[src/rtl/wb_pwm_pkg.sv]
// Shared constants for the wb_pwm Wishbone PWM peripheral: register offsets,
// CTRL bit positions and the default counter width.
package wb_pwm_pkg;

  localparam int unsigned DEF_CNT_W = 16;

  localparam logic [7:0] ADR_CTRL   = 8'h00;
  localparam logic [7:0] ADR_PERIOD = 8'h04;
  localparam logic [7:0] ADR_DUTY0  = 8'h08;
  localparam logic [7:0] ADR_DUTY1  = 8'h0C;
  localparam logic [7:0] ADR_STATUS = 8'h10;

  localparam int unsigned CTRL_EN0  = 0;
  localparam int unsigned CTRL_EN1  = 1;
  localparam int unsigned CTRL_DIR0 = 2;
  localparam int unsigned CTRL_DIR1 = 3;
  localparam int unsigned CTRL_IE   = 4;
  localparam int unsigned CTRL_W    = 5;

endpackage

[src/rtl/pwm_channel.sv]
// One PWM channel: active duty register, compare against the shared counter
// and registered output. WB_PWM_SHADOW_EN selects double-buffered duty.
module pwm_channel
  import wb_pwm_pkg::*;
#(
  parameter int unsigned CNT_W = DEF_CNT_W
) (
  input  logic             clk,
  input  logic             reset,
  input  logic             en,
  input  logic             load,
  input  logic [CNT_W-1:0] duty_nxt,
  input  logic [CNT_W-1:0] duty_cur,
  input  logic [CNT_W-1:0] cnt,
  output logic             pwm_o
);

  logic [CNT_W-1:0] duty_act;
  logic             pwm_q, pwm_d;

`ifdef WB_PWM_SHADOW_EN
  logic [CNT_W-1:0] duty_act_q, duty_act_d;
  logic             unused_cur;

  assign unused_cur = ^duty_cur;

  always_comb begin
    duty_act_d = load ? duty_nxt : duty_act_q;
  end

  always_ff @(posedge clk) begin
    if (!reset) duty_act_q <= '0;
    else        duty_act_q <= duty_act_d;
  end

  assign duty_act = duty_act_q;
`else
  logic unused_shadow;

  assign unused_shadow = ^{load, duty_nxt};
  assign duty_act      = duty_cur;
`endif

  always_comb begin
    pwm_d = en & (cnt < duty_act);
  end

  always_ff @(posedge clk) begin
    if (!reset) pwm_q <= 1'b0;
    else        pwm_q <= pwm_d;
  end

  assign pwm_o = pwm_q;

endmodule

[src/rtl/wb_pwm.sv]
// Wishbone slave with two edge-aligned PWM channels, direction lines and a
// period-wrap interrupt. WB_PWM_SHADOW_EN enables period/duty double-buffering.
module wb_pwm
  import wb_pwm_pkg::*;
#(
  parameter int unsigned CNT_W = DEF_CNT_W
) (
  input  logic        clk,
  input  logic        reset,
  input  logic        wb_stb_i,
  input  logic        wb_cyc_i,
  output logic        wb_ack_o,
  input  logic        wb_we_i,
  input  logic [31:0] wb_adr_i,
  input  logic [3:0]  wb_sel_i,
  input  logic [31:0] wb_dat_i,
  output logic [31:0] wb_dat_o,
  output logic        intr,
  output logic [1:0]  pwm_o,
  output logic [1:0]  dir_o
);

  logic              ack_q, ack_d;
  logic [CTRL_W-1:0] ctrl_q, ctrl_d;
  logic [CNT_W-1:0]  period_q, period_d;
  logic [CNT_W-1:0]  duty0_q, duty0_d;
  logic [CNT_W-1:0]  duty1_q, duty1_d;
  logic [CNT_W-1:0]  cnt_q, cnt_d;
  logic              wrap_q, wrap_d;
  logic [31:0]       rdata_q, rdata_d;
  logic [CNT_W-1:0]  top_act;
  logic [7:0]        adr;
  logic              access, wr, run, at_top, load;
  logic              unused_bus;

  assign adr        = wb_adr_i[7:0];
  assign unused_bus = ^{wb_adr_i[31:8], wb_sel_i, wb_dat_i};

  assign access = wb_stb_i & wb_cyc_i & ~ack_q;
  assign wr     = access & wb_we_i;
  assign run    = ctrl_q[CTRL_EN0] | ctrl_q[CTRL_EN1];
  assign at_top = run & (cnt_q == top_act);
  // Active registers reload from the value being written this cycle, if any.
  assign load   = ~run | at_top;

  always_comb begin
    ack_d    = access;
    ctrl_d   = ctrl_q;
    period_d = period_q;
    duty0_d  = duty0_q;
    duty1_d  = duty1_q;
    wrap_d   = wrap_q;
    rdata_d  = rdata_q;
    cnt_d    = cnt_q + 1'b1;

    if (wr) begin
      case (adr)
        ADR_CTRL:   ctrl_d   = wb_dat_i[CTRL_W-1:0];
        ADR_PERIOD: period_d = wb_dat_i[CNT_W-1:0];
        ADR_DUTY0:  duty0_d  = wb_dat_i[CNT_W-1:0];
        ADR_DUTY1:  duty1_d  = wb_dat_i[CNT_W-1:0];
        ADR_STATUS: if (wb_dat_i[0]) wrap_d = 1'b0;
        default: ;
      endcase
    end
    if (at_top) wrap_d = 1'b1;

    if (access & ~wb_we_i) begin
      rdata_d = '0;
      case (adr)
        ADR_CTRL:   rdata_d[CTRL_W-1:0] = ctrl_q;
        ADR_PERIOD: rdata_d[CNT_W-1:0]  = period_q;
        ADR_DUTY0:  rdata_d[CNT_W-1:0]  = duty0_q;
        ADR_DUTY1:  rdata_d[CNT_W-1:0]  = duty1_q;
        ADR_STATUS: rdata_d[0]          = wrap_q;
        default: ;
      endcase
    end

    if (load) cnt_d = '0;
  end

  always_ff @(posedge clk) begin
    if (!reset) begin
      ack_q    <= 1'b0;
      ctrl_q   <= '0;
      period_q <= '0;
      duty0_q  <= '0;
      duty1_q  <= '0;
      cnt_q    <= '0;
      wrap_q   <= 1'b0;
      rdata_q  <= '0;
    end else begin
      ack_q    <= ack_d;
      ctrl_q   <= ctrl_d;
      period_q <= period_d;
      duty0_q  <= duty0_d;
      duty1_q  <= duty1_d;
      cnt_q    <= cnt_d;
      wrap_q   <= wrap_d;
      rdata_q  <= rdata_d;
    end
  end

`ifdef WB_PWM_SHADOW_EN
  logic [CNT_W-1:0] top_act_q, top_act_d;

  always_comb begin
    top_act_d = load ? period_d : top_act_q;
  end

  always_ff @(posedge clk) begin
    if (!reset) top_act_q <= '0;
    else        top_act_q <= top_act_d;
  end

  assign top_act = top_act_q;
`else
  // Lowering TOP below cnt lets the counter roll over through its max value.
  assign top_act = period_q;
`endif

  pwm_channel #(.CNT_W(CNT_W)) u_ch0 (
    .clk      (clk),
    .reset    (reset),
    .en       (ctrl_q[CTRL_EN0]),
    .load     (load),
    .duty_nxt (duty0_d),
    .duty_cur (duty0_q),
    .cnt      (cnt_q),
    .pwm_o    (pwm_o[0])
  );

  pwm_channel #(.CNT_W(CNT_W)) u_ch1 (
    .clk      (clk),
    .reset    (reset),
    .en       (ctrl_q[CTRL_EN1]),
    .load     (load),
    .duty_nxt (duty1_d),
    .duty_cur (duty1_q),
    .cnt      (cnt_q),
    .pwm_o    (pwm_o[1])
  );

  assign wb_ack_o = wb_stb_i & wb_cyc_i & ack_q;
  assign wb_dat_o = rdata_q;
  assign dir_o    = ctrl_q[CTRL_DIR1:CTRL_DIR0];
  assign intr     = wrap_q & ctrl_q[CTRL_IE];

endmodule
[config.mk]
export PLATFORM = sky130hd
export DESIGN_NAME = wb_pwm
export DESIGN_NICKNAME = d
export VERILOG_FILES = /design/src/rtl/wb_pwm_pkg.sv /design/src/rtl/pwm_channel.sv /design/src/rtl/wb_pwm.sv
export SDC_FILE = /design/constraint.sdc
export NUM_CORES = 1
export LEC_CHECK = 0
export BUFFER_PORTS_ARGS = -buffer_cell sky130_fd_sc_hd__buf_2
export CORE_UTILIZATION = 55
export DETAILED_ROUTE_END_ITERATION = 8
export GPL_ROUTABILITY_DRIVEN = 0
export PLACE_DENSITY = 0.81
export SLEW_MARGIN = 20
export SYNTH_ARGS = -nofsm -noshare
export SYNTH_HDL_FRONTEND = slang
export SYNTH_SLANG_ARGS = --single-unit
[constraint.sdc]
create_clock -name clk -period 2.5 [get_ports clk]
set_clock_uncertainty 0.15 [all_clocks]
set_input_delay 0.375 -clock clk [delete_from_list [all_inputs] [get_ports clk]]
set_output_delay 0.375 -clock clk [all_outputs]
set_load 0.05 [all_outputs]
After elaboration in Yosys (flattened, before gate mapping)
Cells that the tools add are included.
{ "classes": {"reduce_logical": 10, "n_eq_ne": 5, "n_addsub": 1, "order_cmp": 2, "bitwise_logic": 15, "n_mux": 7} }
{ "op_table": {"columns": ["operator", "n"], "rows": [
  ["$pmux W11 S3", 1],
  ["$lt A16 B16 Y1", 2],
  ["$add A16 B1 Y16 const B", 1],
  ["$eq A16 B16 Y1", 1],
  ["$eq A8 B4 Y1 const B", 2],
  ["$pmux W4 S4", 1],
  ["$and A1 B1 Y1", 9],
  ["$eq A8 B3 Y1 const B", 1],
  ["$eq A8 B5 Y1 const B", 1],
  ["$logic_not A8 Y1", 1],
  ["$reduce_and A2 Y1", 4],
  ["$reduce_bool A2 Y1", 3],
  ["$pmux W1 S5", 1],
  ["$mux W1", 4],
  ["$not A1 Y1", 4],
  ["$reduce_and A3 Y1", 1],
  ["$or A1 B1 Y1", 2],
  ["$reduce_or A2 Y1", 1]
]} }
{ "totals": {"inputBits": 73, "out_inout_bits": 38, "elab_cells": 50, "reg_bits": 89} }

Depth between registers and ports, before layout
{ "logic_depth": {"ltp_word": 5, "depth_mapped": 6} }

Cells and area by module
From an unflattened synthesis, not the netlist that was laid out.
{ "unflattened": {"cells_unflattened": 522, "hier_area_um2": 5139.9} }
{ "by_module_without_submodules": {"columns": ["module", "n_inst", "area_each_um2", "cells_per_inst", "seq_area_each_um2"], "rows": [
  ["wb_pwm", 1, 4329.2, 416, 1741.7],
  ["pwm_channel", 2, 405.4, 53, 20.0]
]} }

Worst setup path after synthesis
OpenSTA, ideal clock, no wires.
{ "synth_path": {"path_type": "register to register", "startpoint": "register cnt_q[2]", "endpoint": "register cnt_q[11]", "synth_period_minus_slack_ps": 1791, "path_slack_ps": 709, "t_arrival_ps": 1511, "n_path_buf": 2, "t_required_ps": 2220, "path_stages_with_launch": 7, "path_cell_list": "dfxtp_1 > buf_2 > xnor2_1 > nand4_1 > nor4_4 > buf_2 > nor3_1"} }
{ "synth_between": {"elab_chain_len": 4, "word_cells_on_any_way": 5, "classes_between": "add/sub (1); eq/ne (1); bitwise (2); reduce/logical (1)"} }
{ "synth_lines": {"columns": ["item", "line_no", "text"], "rows": [
  ["start, declared", "wb_pwm.sv:28", "logic [CNT_W-1:0] cnt_q, cnt_d;"],
  ["start signal, assigned", "wb_pwm.sv:99", "cnt_q <= cnt_d;"],
  ["branches (longest 4 deep; another with $add A16 B1 Y16)", null, null]
]} }
Several ways; the timed one is not identified.
A chain may end at the register's enable or synchronous reset.

Final worst setup path
{ "layout_path": {"startpoint": "register cnt_q[14]", "endpoint": "register u_ch1.pwm_q, in the netlist u_ch1.pwm_o"} }
{ "layout_between": {"elab_chain_len": 2} }
{ "layout_lines": {"columns": ["item", "line_no", "text"], "rows": [
  ["$lt A16 B16 Y1", "pwm_channel.sv:45", "pwm_d = en & (cnt < duty_act);"],
  ["$and A1 B1 Y1", "pwm_channel.sv:45", null],
  ["end signal, assigned", "pwm_channel.sv:50", "else pwm_q <= pwm_d;"],
  ["end, declared", "pwm_channel.sv:19", "logic pwm_q, pwm_d;"]
]} }
No other way between the ends.

==> flow_summary_export.csv <==
group,metric,value,unit
synthesis,yosysTopAreaCell,"dfxtp_1",
layout,seq_area,1780,um^2
detailed_routing,ant_nets,0,
floorplan,core-area,8680,um^2
clocking,cts_buffers,9,
detailed_routing,vias,4023,
worst_hold_path,min_path_cells,3,
layout,nFillCells,749,
floorplan,ioPinCount,111,
clocking,post_cts_buffers,0,
detailed_routing,drt_pre_antenna_iters,5,
layout,nets,676,
clocking,cts_root_buffer,"clkbuf_8",
synthesis,netlist.area_leader.share,36.4,%
clocking,clock_latency,370,ps
synthesis,yosysUniqueCellTypes,55,
sta,drv_slew,0,
pwr,power_density,487,nW/um^2
setup_path,critical_path_buf_inv_count,0,
placed_design,io_buffers,50,
synthesis,ys_warn_count,0,
synthesis,synth-seq-area-share,36.4,%
worst_hold_path,worstHoldStart,"wb_dat_i[12]",
detailed_routing,wirelength,11400,um
synthesis,ys.flop_type,"dfxtp_1",
synthesis,synth_edf_count,0,
setup_path,reg2reg_to,"u_ch1.pwm_o",
setup_path,reg2regPathDepth,5,
synthesis,synth.avg_cell_area,9.24,um^2
clocking,clock_sinks,89,
floorplan,die_h,96.4,um
setup_path,regToRegStartpoint,"cnt_q[14]",
floorplan,initial_utilization,56.4,%
detailed_routing,drtIter0Drc,210,
pwr,total_leakage_power,0.00217,uW
sta,period_needed,2110,ps
detailed_routing,drc_errors,0,
setup_path,cpLargestDelayFamily,"compound AO/OA/AOI/OAI gates",
placed_design,dp_hpwl,8460,um
global_route,grt_antenna_before_repair,0,
clocking,cts.htree.levels,3,
synthesis,netlist_area,4900,um^2
outcome,status,"finished clean",
setup_path,worstPathCellList,"ha_1 > a21o_1 > a2111oi_0 > o41ai_1 > o32ai_1",
floorplan,row_count,34,
sta,slew_headroom,50.3,%
setup_path,critPathKind,"reg2reg",
floorplan,die-width,96.4,um
synthesis,ys_ff_latch,89,
synthesis,async_reset_ff_share,0,%
layout,multiInputGateArea,2760,um^2
layout,layout-area-overhead-vs-synth,9.61,%
setup_path,crit_required,2600,ps
setup_path,max_stage_delay,480,ps
synthesis,synth_area_leaders,"dfxtp_1 36%, ha_1 7.9%, mux2i_1 4.3%, xnor2_1 4.1%, nor2b_1 3.3%",
synthesis,syn_inst,530,
clocking,cts_tree,"yes",
detailed_routing,vias_per_cell,5.87,
global_route,grt_start_max_net_pins,52,
sta,setup_tns,0,ps
setup_path,path_max_fanout,5,
sta,period_share,84.6,%
global_route,grt_pass1_wl,19000,um
sta,setup_violations,0,
clocking,clk_path_buf_depth,2,
sta,worst_pin_slew,726,ps
global_route,grtUsageTotal,26.8,%
detailed_routing,wl_per_cell,16.6,um
layout,num_antenna_cells,0,
global_route,grt_pass1_vias,3999,
sta,rsz0062_at_grt,"false",
sta,finalHoldViolations,0,
setup_path,cp_slowest_cell,"dfxtp_1",
run,max_cap_viol_count,0,
floorplan,design.die.area,9290,um^2
pwr,peakVddDrop,0.410,mV
setup_path,r2r_slack,390,ps
clocking,ctsResizeCount,0,
layout,drive_above_1_share,21.1,%
worst_hold_path,holdCritPathClass,"in2reg",
worst_hold_path,hold_path_end,"duty0_q[12]",
setup_path,cp-start-kind,"flop",
setup_path,crit_path_end_kind,"flop",
setup_path,arrival,2210,ps
layout,utilization,61.9,%
clocking,path_clk_slew,90,ps
sta,fmax,473,MHz
clocking,holdBufCountCts,0,
global_route,overflow,0,
[synth_stat cells (4+ instances only)]
cell type / n
and3_1: 4
a22o_1: 6
a22oi_1: 16
a21oi_1: 6
o21ai_0: 17
ha_1: 31
nor2b_1: 26
mux2i_1: 21
nand3_1: 26
xor2_1: 6
buf_4: 20
nor2_1: 19
nand4_1: 16
o21ai_1: 13
a2111oi_0: 4
clkbuf_1: 15
nor3_1: 18
mux2_2: 8
a31o_2: 17
o21a_1: 7
a21o_1: 5
nand2_1: 31
inv_1: 33
dfxtp_1: 89
xnor2_1: 23
buf_2: 9
nor4_1: 4
mux4_2: 4
[area by class of cell]
| type | count | share of cell area [%] |
|---|---|---|
| repair buffers | 65 | 6.76 |
| multi-input cells | 374 | 51.4 |
| well taps | 108 | 2.52 |
| inverters | 33 | 2.31 |
| clock buffers | 10 | 2.56 |
| flip-flops and latches | 89 | 33.2 |
| clock inverters | 6 | 1.21 |
[metrics by stage]
step | cell area (um^2) | setup slack, ps | hold WS, ps | power (uW) | std cells
4_1_cts | 5370 | 392 | 123 | 2620 | 685
3_5_place_dp | 5160 | 367 | 289 | 1630 | 669
6_report | 5370 | 385 | 134 | 2610 | 685
2_1_floorplan | 4950 | 709 | 291 | 1590 | 545
5_1_grt | 5370 | 268 | 132 | 2700 | 685
3_3_place_gp | 5160 | 415 | 283 | 1620 | 669
[routing by layer]
metal	GRT usage, %	vias up	wire length, um
met4	10.0	0	290
met2	46.5	125	5540
met1	31.7	1930	4990
met5	0	-	0
li1	-	1938	-
met3	7.03	30	580
[state kept, by name (all words and copies together) (netlist names)]
| register | count |
|---|---|
| cnt_q | 16 |
| duty0_q | 16 |
| duty1_q | 16 |
| period_q | 16 |
| wb_dat_o | 16 |
| ctrl_q | 5 |
| ack_q | 1 |
| u_ch0.pwm_o | 1 |
| u_ch1.pwm_o | 1 |
| wrap_q | 1 |
[power by group]
part	total, uW	switching [uW]	internal (uW)
Sequential	1420	1.29	1420
Combinational	175	131	44.1
Clock	1020	525	493
Total	2610	658	1950
[worst min-delay path: stages]
cell,delay (ps)
buf_2,80
mux2i_1,60
nor2b_1,100
[cell families (layout without fill, tap and decap cells)]
logic type	after synthesis	in the layout	synth area share, %
DFF	89	89	36.4
other	1	16	0.0766
adders and majority gates	31	31	7.92
buffers and inverters	82	114	8.38
muxes	33	33	7.97
xor gates and xnor gates	29	29	5.19
and+or+nand+nor	164	164	19.4
AOI/OAI and AO/OA	101	101	14.6
[layout by cell type, fill, tap and decap left out, types with 4 or more instances in the layout]
cell | synthesis | layout
dfxtp_1 | 89 | 89
buf_2 | 9 | 50
inv_1 | 33 | 33
nand2_1 | 31 | 31
ha_1 | 31 | 31
nand3_1 | 26 | 26
nor2b_1 | 26 | 26
xnor2_1 | 23 | 23
mux2i_1 | 21 | 21
nor2_1 | 19 | 19
nor3_1 | 18 | 18
o21ai_0 | 17 | 17
a31o_2 | 17 | 17
nand4_1 | 16 | 16
a22oi_1 | 16 | 16
conb_1 | 1 | 16
buf_4 | 20 | 15
o21ai_1 | 13 | 13
clkbuf_8 | 0 | 10
mux2_2 | 8 | 8
o21a_1 | 7 | 7
xor2_1 | 6 | 6
a22o_1 | 6 | 6
a21oi_1 | 6 | 6
a21o_1 | 5 | 5
and3_1 | 4 | 4
nor4_1 | 4 | 4
mux4_2 | 4 | 4
a2111oi_0 | 4 | 4
[how the worst max path moves through the flow]
stage | startpoint | to | slack [ps] | depth (start not counted)
4_1_cts | cnt_q[14] | u_ch1.pwm_o | 390 | 5
5_1_grt | cnt_q[14] | u_ch1.pwm_o | 270 | 5
2_1_floorplan | cnt_q[2] | cnt_q[11] | 710 | 6
6_report | cnt_q[14] | u_ch1.pwm_o | 390 | 5
3_5_place_dp | wb_adr_i[3] | period_q[4] | 370 | 5
3_3_place_gp | wb_adr_i[3] | period_q[14] | 410 | 5
No activity file was read; power rests on OpenSTA's default activity.
